--- src/rtl/fifo_serializer.sv ---
// fifo_serializer: pops words from a first-word-fall-through FIFO and shifts
// them out one bit per accepted cycle. Words stream back to back while the
// FIFO has data. The consumer may stall with shift_en=0 for any length of time.
//
// Ports
//   CLK            rising-edge clock
//   nRST           asynchronous active-low reset
//   fifo_data_out  FIFO head word (valid while fifo_empty=0)
//   fifo_empty     FIFO holds no words
//   fifo_rd_en     pops the FIFO head at the next CLK edge
//   shift_en       consumer accepts serial_out this cycle
//   flush          synchronous abort, discards any partial word
//   serial_out     current bit presented to the consumer
//   serial_valid   serial_out holds a real data bit
//   word_done      one-cycle pulse after the last bit of a word is accepted
//   busy           FSM is not IDLE
//
// state | meaning
// IDLE  | no word loaded; pops the FIFO as soon as it is non-empty
// SHIFT | word loaded; presenting bit bit_cnt, advancing on shift_en

module fifo_serializer #(
  parameter int WIDTH     = 8,
  parameter bit MSB_FIRST = 1'b0
) (
  input  logic             CLK,
  input  logic             nRST,
  input  logic [WIDTH-1:0] fifo_data_out,
  input  logic             fifo_empty,
  output logic             fifo_rd_en,
  input  logic             shift_en,
  input  logic             flush,
  output logic             serial_out,
  output logic             serial_valid,
  output logic             word_done,
  output logic             busy
);

  localparam int CNT_W = (WIDTH > 1) ? $clog2(WIDTH) : 1;
  localparam logic [CNT_W-1:0] LAST_CNT = CNT_W'(WIDTH - 1);

  typedef enum logic {
    IDLE  = 1'b0,
    SHIFT = 1'b1
  } state_t;

  state_t           state, state_nxt;
  logic [WIDTH-1:0] shreg, shreg_nxt;
  logic [CNT_W-1:0] bit_cnt, bit_cnt_nxt;
  logic             word_done_nxt;
  logic             last_bit;

  assign last_bit = (bit_cnt == LAST_CNT);
  assign busy     = (state != IDLE);

  always_ff @(posedge CLK or negedge nRST) begin
    if (!nRST) begin
      state <= IDLE;
    end else begin
      state <= state_nxt;
    end
  end

  always_ff @(posedge CLK or negedge nRST) begin
    if (!nRST) begin
      shreg     <= '0;
      bit_cnt   <= '0;
      word_done <= 1'b0;
    end else begin
      shreg     <= shreg_nxt;
      bit_cnt   <= bit_cnt_nxt;
      word_done <= word_done_nxt;
    end
  end

  always_comb begin
    state_nxt     = state;
    shreg_nxt     = shreg;
    bit_cnt_nxt   = bit_cnt;
    word_done_nxt = 1'b0;
    fifo_rd_en    = 1'b0;
    serial_valid  = 1'b0;
    serial_out    = 1'b0;

    if (flush) begin
      state_nxt   = IDLE;
      shreg_nxt   = '0;
      bit_cnt_nxt = '0;
    end else begin
      case (state)
        IDLE: begin
          if (!fifo_empty) begin
            fifo_rd_en  = 1'b1;
            shreg_nxt   = fifo_data_out;
            bit_cnt_nxt = '0;
            state_nxt   = SHIFT;
          end
        end
        SHIFT: begin
          if (shift_en) begin
            if (last_bit) begin
              word_done_nxt = 1'b1;
              bit_cnt_nxt   = '0;
              if (!fifo_empty) begin
                // Reload on the last-bit edge so the next word follows
                // without an idle cycle.
                fifo_rd_en = 1'b1;
                shreg_nxt  = fifo_data_out;
              end else begin
                shreg_nxt = '0;
                state_nxt = IDLE;
              end
            end else begin
              bit_cnt_nxt = bit_cnt + 1'b1;
              shreg_nxt   = MSB_FIRST ? (shreg << 1) : (shreg >> 1);
            end
          end
        end
        default: state_nxt = IDLE;
      endcase
    end

    if (state == SHIFT) begin
      serial_valid = 1'b1;
      serial_out   = MSB_FIRST ? shreg[WIDTH-1] : shreg[0];
    end

    // The state is already IDLE during reset, but the FIFO may be non-empty.
    // No pop may be requested until reset is released.
    if (!nRST) begin
      fifo_rd_en = 1'b0;
    end
  end

endmodule
--- config.mk ---
export PLATFORM = sky130hd
export DESIGN_NAME = fifo_serializer
export DESIGN_NICKNAME = d
export VERILOG_FILES = /design/src/rtl/fifo_serializer.sv
export SDC_FILE = /design/constraint.sdc
export NUM_CORES = 1
export LEC_CHECK = 0
export CORE_UTILIZATION = 35
export DETAILED_ROUTE_END_ITERATION = 12
export GPL_ROUTABILITY_DRIVEN = 0
export GPL_TIMING_DRIVEN = 0
export PLACE_DENSITY = 0.66
export SYNTH_ARGS = -nofsm -noshare
export SYNTH_HDL_FRONTEND = slang
export SYNTH_SLANG_ARGS = --single-unit
--- constraint.sdc ---
create_clock -name CLK -period 1.8 [get_ports CLK]
set_input_delay 0.45 -clock CLK [delete_from_list [all_inputs] [get_ports CLK]]
set_output_delay 0.45 -clock CLK [all_outputs]
set_load 0.02 [all_outputs]
==> summary.md <==
| Metric | Value |
|---|---|
| Status | finished with violations |
| Failing checks | setup timing |
| Number of hold-repair buffers added at the cts stage | 0 |
| Post-route insts no fill | 139 |
| Cell breakdown of the critical path | ha_2, ha_4, a21bo_4, and3_4, buf_6 |
| 1st-iter DRT viols | 22 |
| Post-Synthesis Cells | 88 |
| Die height | 50.9 um |
| Port bufs | 16 |
| Post-synth top area share | 38.9% |
| Final Setup Violations | 1 |
| Commonest non-fill, non-tap cell in the layout | dfrtp_1 |
| Worst path arrival time | 1.53 ns |
| Dominant cells by area after synthesis | dfrtp_1, o211a_1, o221a_2, nor2b_1, nor3_1 |
| Fraction of layout cells with a size suffix above 1 | 27.0% |
| Worst Tran Pin Value | 0.477 ns |
| I/O pin total | 18 |
| Worst VDD drop | 383 uV |
| Clock Latency Late Sink | 0.28 ns |
| Synth-to-Final Area Change | 32.7% |
| Worst min-delay path category | in2async |
| Worst r2r src | bit_cnt[0] |
| Unrepaired setup endpoints after global routing | true |
| First-pass GRT wire length | 3320 um |
| Maximum operating frequency | 506 MHz |
| DR WL met2 | 910 um |
| Net count of the mapped netlist | 103 |
| Die area | 0.00259 sq mm |
| Warnings, synthesis | 0 |
| Total congestion overflow | 0 |
| Dpl cells | 132 |
| Synth area leader | dfrtp_1 |
| Syn avg cell area | 9.51 sq um |
| Worst path required time | 1.35 ns |
| Antenna-violating nets left | 0 |
| DRT Wirelength | 1990 um |
| Fillers | 211 |
| Highest-delay cell along the critical path | dfrtp_1 |
| Core Area | 0.00223 sq mm |
| Synth unique cells | 27 |
| Met1 wire length | 968 um |
| Nature of the critical path startpoint | flip-flop |
| Sink Count | 13 |
| WL/cell | 14.3 um |
| Seq/Total Area, Yosys | 38.9% |
| CP top delay family | flip-flops |
| Crit path time final | 1.98 ns |
| Worst R2R Path Depth | 6 |
| Met3 WL | 93 um |
| Vias in the first global route | 753 |
| Root Driver | clkbuf_4 |
| Via density | 5.53 |
| Placed inst area | 0.00103 sq mm |
| Final instance area | 0.00111 sq mm |
| R2R Path End | shreg[5] |
| Power Dens Cells | 593 mW/mm^2 |
| WP buf/inv | 1 |
| Skew final | 0.000741 ns |
| Clk buf depth | 2 |
| Fin. max-slew vios | 0 |
| # diodes | 0 |
| Die W | 50.9 um |
| Num CTS Buffers | 3 |
| CP max stage delay | 0.39 ns |
| TritonCTS clock tree | yes |
| Max Used Layer | met4 |
| Rel. slew slack | 68.2% |
| Pin count of the biggest net entering global routing | 15 |
| CTS H-Tree Depth | 1 |
| R2r setup slk | 0.24 ns |
| Most frequent cells in the layout | dfrtp_1, clkdlybuf4s50_1, nor2_1 |
| CP Capture Type | output port |
| Final worst setup slack | -0.176 ns |
| Crit Path Max Fanout | 2 |
| Max-cap violations | 0 |
| Crit share post-route | 110% |
| Fin nets | 127 |
| Clock transition at path regs | 0.07 ns |
| Initial Util | 37.5% |
| Seq cells post-synth | 13 |
| Synthesized area | 837 sq um |
| Hpwl dp | 1390 um |
| Router iterations before antenna repair | 4 |
| Crit Path Category | reg2out |
| Drt drc | 0 |
| DR vias | 768 |
| Hold Vio Cnt, Final | 0 |
| Total Routing Usage GR | 17.6% |
| Rows | 17 |
| P_leak | 0.000554 uW |
| Initial antenna violation count | 0 |
where the power goes:
part	switching [uW]	leakage, uW	total, uW	internal, uW
Clock	93.1	0.0000150	179	86.0
Combinational	77.2	0.000365	160	82.3
Sequential	10.4	0.000173	320	310
Total	181	0.000554	659	478
cell type report:
class	count	area (sq um)	share of cell area [%]
Clock buffer	4	26.3	2.36
Timing Repair Buffer	20	181	16.3
Buffer	8	66.3	5.97
Multi-Input combinational cell	66	477	42.9
Tap cell	28	35.0	3.15
Sequential cell	13	325	29.3
what timing repair did:
item / 4_1_cts / 5_1_grt
pin swaps: 1 / 2
buffers inserted: 3 / 1
gates cloned: 0 / 0
setup endpoints to repair: 4 / 2
gates resized for setup: 19 / 5
flip-flops by register name, indices dropped and copies added (netlist names):
name	count
bit_cnt	3
busy	1
shreg	8
word_done	1
layer usage:
metal / global-route usage, % / vias up
met1: 22.1 / 372
met5: 0 / -
li1: - / 371
met2: 27.6 / 20
met4: 6.48 / 0
met3: 5.95 / 5
synthesized netlist by cell type, drive strengths merged:
cell type  count
and2           1
o21ai          7
nor3b          1
buf            7
and4bb         1
clkbuf         2
o211a          7
nor2b          7
nor3           7
nor2           9
nand3b         1
and3           1
dfrtp         13
ha             2
o221a          7
a21bo          1
a21oi          4
a31oi          1
nand3          5
or2            1
nand2          3
stage by stage:
stage               TNS, ns  hold slack (ns)  utilization [%]  total power, uW  setup slack, ns
detailed placement   -0.994            0.537             46.2              477           -0.890
finish               -0.176           0.0664             49.7              659           -0.176
global route         -0.233           0.0786             49.7              702           -0.233
floorplan                 0            0.154                -              413           0.0559
CTS                  -0.196            0.304             49.0              666           -0.196
global placement      -1.01            0.539             46.2              475           -0.902
cell families after synthesis:
group	after synthesis	synth area share, %
AND/OR/NAND/NOR	37	24.5
flip-flops	13	38.9
AO/OA/AOI/OAI	27	26.3
adder cells (fa/ha/maj)	2	2.99
buffers and inverters	9	7.32
worst max-delay path by stage:
stage          startpoint          to  slack, ns  depth (start not counted)
3_3_place_gp         nRST  fifo_rd_en      -0.90                          3
5_1_grt        bit_cnt[1]  fifo_rd_en      -0.23                          5
6_report       bit_cnt[0]  fifo_rd_en      -0.18                          5
2_1_floorplan  bit_cnt[0]  fifo_rd_en       0.06                          5
3_5_place_dp         nRST  fifo_rd_en      -0.89                          3
4_1_cts        bit_cnt[1]  fifo_rd_en      -0.20                          5
(Power assumes the default switching activity.)
==> RTL edit (same flow settings) <==
Set the parameter `WIDTH` to 32 (it was 8).
--- a/src/rtl/fifo_serializer.sv
+++ b/src/rtl/fifo_serializer.sv
@@ -20,7 +20,7 @@
 // SHIFT | word loaded; presenting bit bit_cnt, advancing on shift_en
 
 module fifo_serializer #(
-  parameter int WIDTH     = 8,
+  parameter int WIDTH     = 32,
   parameter bit MSB_FIRST = 1'b0
 ) (
   input  logic             CLK,
Interface: changed (resized fifo_data_out); port bits go from 18 to 42. No check against the original RTL was run, so the function may have changed too.
==> RTL edit against the unedited design <==
The run still ends with setup timing left. Wire length rose to 3.5 times the old value. First-iteration DRC count grew to 8.4 times the old value. Cell area grew to 3.1 times the old value. Critical path depth is 2 higher. Clock skew up 0.0027 ns. Total power rose to 3.2 times the old value. Sequential cell count grew 26. Worst setup slack got worse by 0.066 ns. Area after synthesis grew to 3.0 times the old value. Core utilization increased by 0.98 points. Largest power group unchanged.
==> RTL edit: results (changes against the unedited design) <==
{| class="wikitable"
! Metric !! Value
|-
| Result of the run || complete, but fails checks
|-
| Violated checks || setup timing
|-
| Count of final setup violators || 25 (+24)
|-
| Top cells by instance count after synthesis || sky130_fd_sc_hd__nor2_1, sky130_fd_sc_hd__o21ai_0, sky130_fd_sc_hd__dfrtp_1, sky130_fd_sc_hd__a2111oi_2, sky130_fd_sc_hd__clkbuf_1
|-
| Least setup slack across all paths after layout || -0.2428 ns (-0.06648 ns)
|-
| Headroom to the max-slew limit || 46.00% (-22 points)
|-
| Global-route wire length before repair || 11230 um (+240%)
|-
| Number of setup buffers added after CTS || 7 (+4)
|-
| Post-synthesis adder-cell area fraction || 1.496% (-1.5 points)
|-
| Post-route setup TNS || -2.270 ns (-2.093 ns)
|-
| Worst setup slack for register-to-register paths || -0.14 ns (-0.38 ns)
|-
| Clock skew || 0.003411 ns (+0.002670 ns)
|-
| Clock root cell || sky130_fd_sc_hd__clkbuf_8
|-
| Cell count after synthesis || 298 (+240%)
|-
| DR WL met2 || 3397 um (+270%)
|-
| Global-route met2 utilization || 30.01% (+2.4 points)
|-
| Fraction of final layout cells with drive strength greater than 1 || 28.61% (+1.6 points)
|-
| Critical R2R Capture || shreg[2]
|-
| Total of buffers placed on input and output ports || 39 (+23)
|-
| Standard cell area after detailed placement || 3059 um2 (+200%)
|-
| Total half-perimeter wirelength after legalization and detailed placement || 4546 um (+230%)
|-
| R2R depth || 9 (+3)
|-
| Portion of total power attributed to the clock network || 26.1% (-1.1 points)
|-
| Net count, final || 401 (+220%)
|-
| Area of all placed cells without fillers || 3485 um2 (+210%)
|-
| Leakage component of the power || 1.394 nW (+150%)
|-
| Vias post-DR || 2502 (+230%)
|-
| Endpoint arrival time on the critical path || 1.59 ns (+0.06 ns)
|-
| Switching component of the power || 0.6553 mW (+260%)
|-
| Worst IR Drop VDD || 276.0 uV (-28%)
|-
| Total clock buffers created by CTS || 5 (+2)
|-
| Amount of wire on met3 after detailed routing || 315 um (+240%)
|-
| H-tree Lvls || 2 (+1)
|-
| Number of violations reported at the end of detailed-routing iteration 0 || 184 (+740%)
|-
| Non-Filler Instances || 456 (+230%)
|-
| Biggest regs || shreg: 32 flops, bit_cnt: 5 flops
|}
[RTL edit: cell types whose count changed after synthesis, moves of 4 or more]
cell / change
sky130_fd_sc_hd__buf_2: +5
sky130_fd_sc_hd__nand3_1: -4
sky130_fd_sc_hd__o21ai_0: +53
sky130_fd_sc_hd__nor2b_1: -5
sky130_fd_sc_hd__a2111oi_2: +29
sky130_fd_sc_hd__nor3_1: -6
sky130_fd_sc_hd__o221a_2: -6
sky130_fd_sc_hd__nor2_1: +91
sky130_fd_sc_hd__o211a_1: -7
sky130_fd_sc_hd__nand2_1: +5
sky130_fd_sc_hd__clkbuf_1: +13
sky130_fd_sc_hd__dfrtp_1: +26
[RTL edit: cell type report]
class	count	area share, %
Sequential cell	39	28.01
Tap cell	96	3.447
Clock buffer	6	2.083
Multi-Input combinational cell	227	42.76
Timing Repair Buffer	56	16.30
Inverter	1	0.1077
Buffer	31	7.289
